[src/rtl/i2s_in.sv]
// I2S slave receiver: recovers WIDTH-bit stereo samples from an external {data, lr, ck} bus.
// Optional feature macro: I2S_IN_ERR_EN adds the err output and lets framing errors clear locked.
module i2s_in #(
    parameter int WIDTH = 16,
    parameter int SYNC  = 2
) (
    input  logic             clock,
    input  logic             reset_n,
    input  logic [2:0]       i2s,
    output logic [WIDTH-1:0] l,
    output logic [WIDTH-1:0] r,
    output logic             strobe,
`ifdef I2S_IN_ERR_EN
    output logic             err,
`endif
    output logic             locked
);

    localparam int CW = $clog2(WIDTH + 2);
    localparam logic [CW-1:0] CNT_ONE  = CW'(32'd1);
    localparam logic [CW-1:0] CNT_FULL = CW'(WIDTH);

    typedef enum logic [1:0] {
        S_HUNT  = 2'd0,
        S_DELAY = 2'd1,
        S_SHIFT = 2'd2,
        S_WAIT  = 2'd3
    } state_t;

    state_t            r_state;
    state_t            w_state_nxt;
    logic [SYNC-1:0]   r_ck_sync;
    logic [SYNC-1:0]   r_lr_sync;
    logic [SYNC-1:0]   r_d_sync;
    logic              r_ck_prev;
    logic              r_lr_rise;
    logic [WIDTH-1:0]  r_shift;
    logic [CW-1:0]     r_cnt;
    logic              r_chan;
    logic [WIDTH-1:0]  r_hold_l;
    logic [WIDTH-1:0]  r_hold_r;
    logic              r_have_l;
    logic              r_pair;

    logic              w_ck;
    logic              w_lr;
    logic              w_d;
    logic              w_rise;
    logic              w_tr;
    logic              w_clr;
    logic              w_take;
    logic              w_fin;
    logic [CW-1:0]     w_cnt_nxt;
    logic [WIDTH-1:0]  w_shift_nxt;
    logic [WIDTH-1:0]  w_word;

    assign w_ck        = r_ck_sync[SYNC-1];
    assign w_lr        = r_lr_sync[SYNC-1];
    assign w_d         = r_d_sync[SYNC-1];
    assign w_rise      = w_ck & ~r_ck_prev;
    // An lr transition only counts when seen at a ck rise, compared to lr at the previous rise.
    assign w_tr        = w_rise & (w_lr != r_lr_rise);
    assign w_cnt_nxt   = r_cnt + CNT_ONE;
    assign w_shift_nxt = {r_shift[WIDTH-2:0], w_d};
    assign w_word      = w_shift_nxt << (CNT_FULL - w_cnt_nxt);

    // Synchronise the I2S lines and keep the edge-detect history.
    always_ff @(posedge clock or negedge reset_n) begin
        if (!reset_n) begin
            r_ck_sync <= {SYNC{1'b0}};
            r_lr_sync <= {SYNC{1'b0}};
            r_d_sync  <= {SYNC{1'b0}};
            r_ck_prev <= 1'b0;
            r_lr_rise <= 1'b0;
        end else begin
            r_ck_sync <= {r_ck_sync[SYNC-2:0], i2s[0]};
            r_lr_sync <= {r_lr_sync[SYNC-2:0], i2s[1]};
            r_d_sync  <= {r_d_sync[SYNC-2:0], i2s[2]};
            r_ck_prev <= w_ck;
            if (w_rise) begin
                r_lr_rise <= w_lr;
            end else begin
                r_lr_rise <= r_lr_rise;
            end
        end
    end

    // Framing state register.
    always_ff @(posedge clock or negedge reset_n) begin
        if (!reset_n) begin
            r_state <= S_HUNT;
        end else begin
            r_state <= w_state_nxt;
        end
    end

    // Next-state logic; DELAY lasts one system clock, so the next ck rise carries the MSB.
    always_comb begin
        w_state_nxt = r_state;
        case (r_state)
            S_HUNT: begin
                if (w_tr) w_state_nxt = S_DELAY;
                else      w_state_nxt = S_HUNT;
            end
            S_DELAY: w_state_nxt = S_SHIFT;
            S_SHIFT: begin
                if (w_tr)                                    w_state_nxt = S_DELAY;
                else if (w_rise && (w_cnt_nxt == CNT_FULL))  w_state_nxt = S_WAIT;
                else                                         w_state_nxt = S_SHIFT;
            end
            S_WAIT: begin
                if (w_tr) w_state_nxt = S_DELAY;
                else      w_state_nxt = S_WAIT;
            end
            default: w_state_nxt = S_HUNT;
        endcase
    end

    // Datapath controls decoded from the state.
    always_comb begin
        w_clr  = 1'b0;
        w_take = 1'b0;
        w_fin  = 1'b0;
        case (r_state)
            S_DELAY: w_clr = 1'b1;
            S_SHIFT: begin
                w_take = w_rise;
                w_fin  = w_rise & (w_tr | (w_cnt_nxt == CNT_FULL));
            end
            default: begin
                w_clr  = 1'b0;
                w_take = 1'b0;
                w_fin  = 1'b0;
            end
        endcase
    end

    // Serial shifter and bit counter.
    always_ff @(posedge clock or negedge reset_n) begin
        if (!reset_n) begin
            r_shift <= {WIDTH{1'b0}};
            r_cnt   <= {CW{1'b0}};
            r_chan  <= 1'b0;
        end else if (w_clr) begin
            r_shift <= {WIDTH{1'b0}};
            r_cnt   <= {CW{1'b0}};
            r_chan  <= r_lr_rise;
        end else if (w_take) begin
            r_shift <= w_shift_nxt;
            r_cnt   <= w_cnt_nxt;
        end
    end

    // Channel holding registers; a right word after a held left word forms a stereo pair.
    always_ff @(posedge clock or negedge reset_n) begin
        if (!reset_n) begin
            r_hold_l <= {WIDTH{1'b0}};
            r_hold_r <= {WIDTH{1'b0}};
            r_have_l <= 1'b0;
            r_pair   <= 1'b0;
        end else if (w_fin && !r_chan) begin
            r_hold_l <= w_word;
            r_have_l <= 1'b1;
            r_pair   <= 1'b0;
        end else if (w_fin) begin
            r_hold_r <= w_word;
            r_have_l <= 1'b0;
            r_pair   <= r_have_l;
        end else begin
            r_pair   <= 1'b0;
        end
    end

`ifdef I2S_IN_ERR_EN
    localparam logic [CW-1:0] GAP_MAX = CW'(WIDTH + 1);

    logic          r_err_ev;
    logic          r_l_bad;
    logic          r_good;
    logic [CW-1:0] r_gap;
    logic          r_gap_vld;
    logic [CW-1:0] w_gap_nxt;
    logic          w_slot_end;
    logic          w_err_ev;

    assign w_gap_nxt  = r_gap + CNT_ONE;
    assign w_slot_end = w_tr & ((r_state == S_SHIFT) | (r_state == S_WAIT));
    assign w_err_ev   = (w_fin & w_tr & (w_cnt_nxt < CNT_FULL))
                      | (w_slot_end & r_gap_vld & (w_gap_nxt < GAP_MAX));

    // Slot-length checking; the gap counts ck rises from one lr transition to the next inclusive.
    always_ff @(posedge clock or negedge reset_n) begin
        if (!reset_n) begin
            r_err_ev  <= 1'b0;
            r_l_bad   <= 1'b0;
            r_good    <= 1'b0;
            r_gap     <= {CW{1'b0}};
            r_gap_vld <= 1'b0;
        end else begin
            r_err_ev <= w_err_ev;
            if (w_tr) begin
                r_gap     <= CNT_ONE;
                r_gap_vld <= 1'b1;
            end else if (w_rise && (r_gap != GAP_MAX)) begin
                r_gap     <= w_gap_nxt;
            end
            if (w_fin && !r_chan) begin
                r_l_bad <= w_err_ev;
            end else if (w_fin) begin
                r_good  <= ~r_l_bad & ~w_err_ev;
            end
        end
    end

    // Registered outputs; an error drops lock until a clean pair arrives.
    always_ff @(posedge clock or negedge reset_n) begin
        if (!reset_n) begin
            l      <= {WIDTH{1'b0}};
            r      <= {WIDTH{1'b0}};
            strobe <= 1'b0;
            locked <= 1'b0;
            err    <= 1'b0;
        end else begin
            strobe <= r_pair;
            err    <= r_err_ev;
            if (r_pair) begin
                l <= r_hold_l;
                r <= r_hold_r;
            end
            if (r_err_ev) begin
                locked <= 1'b0;
            end else if (r_pair && r_good) begin
                locked <= 1'b1;
            end
        end
    end
`else
    // Registered outputs; lock is sticky until reset.
    always_ff @(posedge clock or negedge reset_n) begin
        if (!reset_n) begin
            l      <= {WIDTH{1'b0}};
            r      <= {WIDTH{1'b0}};
            strobe <= 1'b0;
            locked <= 1'b0;
        end else begin
            strobe <= r_pair;
            if (r_pair) begin
                l      <= r_hold_l;
                r      <= r_hold_r;
                locked <= 1'b1;
            end
        end
    end
`endif

endmodule

[config.mk]
export PLATFORM = sky130hd
export DESIGN_NAME = i2s_in
export DESIGN_NICKNAME = d
export VERILOG_FILES = /design/src/rtl/i2s_in.sv
export SDC_FILE = /design/constraint.sdc
export NUM_CORES = 1
export LEC_CHECK = 0
export CAP_MARGIN = 5
export CORE_UTILIZATION = 55
export CTS_CLUSTER_SIZE = 20
export DETAILED_ROUTE_END_ITERATION = 10
export PLACE_DENSITY = 0.75
export SLEW_MARGIN = 5
export SYNTH_ARGS = -nofsm -noshare
export SYNTH_HDL_FRONTEND = slang
export SYNTH_SLANG_ARGS = --single-unit
[constraint.sdc]
create_clock -name clock -period 3.1 [get_ports clock]
set_input_delay 0.62 -clock clock [delete_from_list [all_inputs] [get_ports clock]]
set_output_delay 0.62 -clock clock [all_outputs]
set_load 0.05 [all_outputs]
==> qor.csv <==
metric,value,unit
Final ANT Viol Nets,0,
"Slew Viols, Final",0,
CTS resizes,0,
"Data required, critical path",3320,ps
TritonCTS clock tree,yes,
Buf/Inv on CP,0,
Pwr Density,699,nW/um2
initial antenna violation count,0,
Die W,91.4,um
share of the synthesized area in the top cell type,0.563,
final hold violation count,0,
share of layout cells above drive strength 1,0.223,
Final period util,0.869,
Synth Area in Simple Gates,0.0827,
number of port buffers,38,
Post-CTS Setup Inserts,0,
mean post-synth cell area,12.7,um2
Max clock buf depth,2,
"commonest cells after routing, fill and taps aside","99 x dfrtp_1, 43 x nand2_1, 41 x mux2_2",
via count,2766,
clk_skew,12.0,ps
FILL cells,566,
Synth area leaders,"dfrtp_1 56%, mux2_2 10%, mux4_2 7.7%, a22o_1 4.6%, nand2_1 3.7%",
synth unique cells,40,
Crit. End Element,flip-flop,
count of final setup violators,0,
global-route wire length before repair,13200,um
outcome,"complete, no violations",
Worst Path Arrival,2910,ps
DRC Markers,0,
Top delay family on crit path,compound AO/OA/AOI/OAI gates,
global placer's final weighted congestion,0.877,
Syn Nets,353,
drt pass-1 iters,4,
Max Cap Viol,0,
clock tree root driver cell,clkbuf_8,
leak pwr,2.28,nW
CP max stage delay,630,ps
H-tree levels,3,
worst r2r path cells,7,
antenna diode instance count,0,
post-synthesis mux area share,0.193,
yosys warns,0,
Adder-Cell Fraction of Synth Area,0.00569,
IO Count,39,
Setup CP Type,flip-flop to flip-flop,
grt ovf,0,
cell taking the most area after synthesis,dfrtp_1,
Final Core Density,0.653,
min cycle time layout,2690,ps
Total Die Area,8360,um2
#FFs+latches synth,99,
drt first-iter violations,121,
RSZ-0062 raised after global routing,false,
starting density of the core,0.569,
largest family of logic cells by synthesized area,multiplexers,
via/cell ratio,5.71,
Hold WC Path Type,input pin to async pin,
Tot Pwr,3.53,mW
nets,385,
Area Overhead vs Synth,14.7,%
pin count of the biggest net entering global routing,61,
aggregate global-route resource usage,0.204,
Placed Cells,469,
Syn Std Cell Area,4400,um2
TNS Setup,0,ps
worst vdd ir,0.000400,V
detailed placer's ending HPWL,5150,um
"most common cell after layout, fill and taps aside",dfrtp_1,
synthesized instance count,346,
crit path max-delay cell type,o311a_1,
post-synthesis xor/xnor area fraction,0.00995,
Synth Area in Compound Gates,0.113,
Post-Route WL,7600,um
normalized max-slew margin,0.563,
CTS clock-pin slew for the worst setup and hold paths,100,ps
worst skew pair latency,360,ps
Hold Buf Count CTS,0,
row count,32,
Die H,91.4,um
total CTS buffers,9,
Final Non-Filler Cells,484,
Max Freq,371,MHz
core area,7730,um2
WL/cell,15.7,um
clk sinks,99,
number of global-route vias before repair,2630,
sequential area share after synthesis,0.563,
Worst-Margin Slew,655,ps
CP max FO,16,
critical path startpoint category,flip-flop,
Critical Path Stages,7,
CP Cell Sequence,ha_1 > or3_1 > o2111ai_1 > o311a_1 > mux2_2 > a21oi_1 > o31ai_1,
## layout make-up
class                   instances  area (um2)  share of cell area
clock buffers                  10         138              0.0273
clock inverters                 5        60.1              0.0119
inverters                       4        15.0             0.00297
multi-input cells             218        1780               0.353
flip-flops and latches         99        2480               0.491
well taps                     102         128              0.0253
repair buffers                 46         450              0.0892
## cells by family (layout without fill, tap and decap cells)
group / count (synthesis) / in the layout
adders and majority gates: 2 / 2
xor gates and xnor gates: 5 / 5
and+or+nand+nor: 77 / 77
buffers and inverters: 29 / 65
muxes: 61 / 61
AOI/OAI and AO/OA: 73 / 73
DFF: 99 / 99
## through the flow
step                      instance area [um2]  hold slack (ps)  setup WS, ps
final                                    5050              223           406
after global routing                     5050              238           263
after CTS                                5050              231           429
after detailed placement                 4850              335           452
after global placement                   4850              332           526
after floorplan                          4400              324           632
## cell usage after synthesis (all sizes together)
library cell	number
a311o	1
nand2b	8
nand2	43
nand3	2
a22o	23
ha	2
a21o	2
o311a	1
dfrtp	99
o31ai	4
o21a	2
buf	8
xnor2	3
nand4bb	1
or3	1
and2	1
nor2b	2
inv	4
nor4	1
xor2	2
clkbuf	17
a21oi	6
o22ai	1
mux2i	5
or2	2
o21ai	28
mux4	15
o2111ai	1
nor2	9
and3	1
mux2	41
nor3	5
o211ai	4
nor3b	1
## worst paths after layout
kind | end | slack [ps] | start
worst max-delay path | r_hold_l[8]$_DFFE_PN0P_ | 410 | r_cnt[1]$_DFFE_PN0P_
worst min-delay path | r_hold_r[2]$_DFFE_PN0P_ | 220 | reset_n
worst max register to register | r_hold_l[8]$_DFFE_PN0P_ | 410 | r_cnt[1]$_DFFE_PN0P_
worst min register to register | r_d_sync[1]$_DFF_PN0_ | 350 | r_d_sync[0]$_DFF_PN0_
max in group asynchronous | r[15]$_DFFE_PN0P_ | 2200 | reset_n
min in group clock | r_d_sync[1]$_DFF_PN0_ | 350 | r_d_sync[0]$_DFF_PN0_
## state kept, by name, summed over array words and instances (netlist names), 2 cells and up
name       count
r_ck_sync      2
l             16
r             16
r_hold_l      16
r_lr_sync      2
r_cnt          5
r_shift       15
r_state        2
r_d_sync       2
r_hold_r      16
## routing by layer
metal / part of all wire / vias to the layer above / GRT usage
met5: 0 / - / 0
met4: 0.018 / 0 / 0.0767
met3: 0.040 / 14 / 0.0486
met2: 0.47 / 59 / 0.306
met1: 0.48 / 1385 / 0.291
li1: - / 1308 / -
## power by group
| part | total, mW | switching (mW) | internal (mW) |
|---|---|---|---|
| logic | 1.11 | 0.619 | 0.491 |
| registers | 1.58 | 0.131 | 1.45 |
| clock network | 0.833 | 0.438 | 0.395 |
## worst reg2reg max path, cell delays in order, from the launching register on
cell,delay [ps]
dfrtp_1,440
ha_1,350
or3_1,350
o2111ai_1,120
o311a_1,630
mux2_2,410
a21oi_1,190
o31ai_1,90
Power figures use the tool's default switching activity.
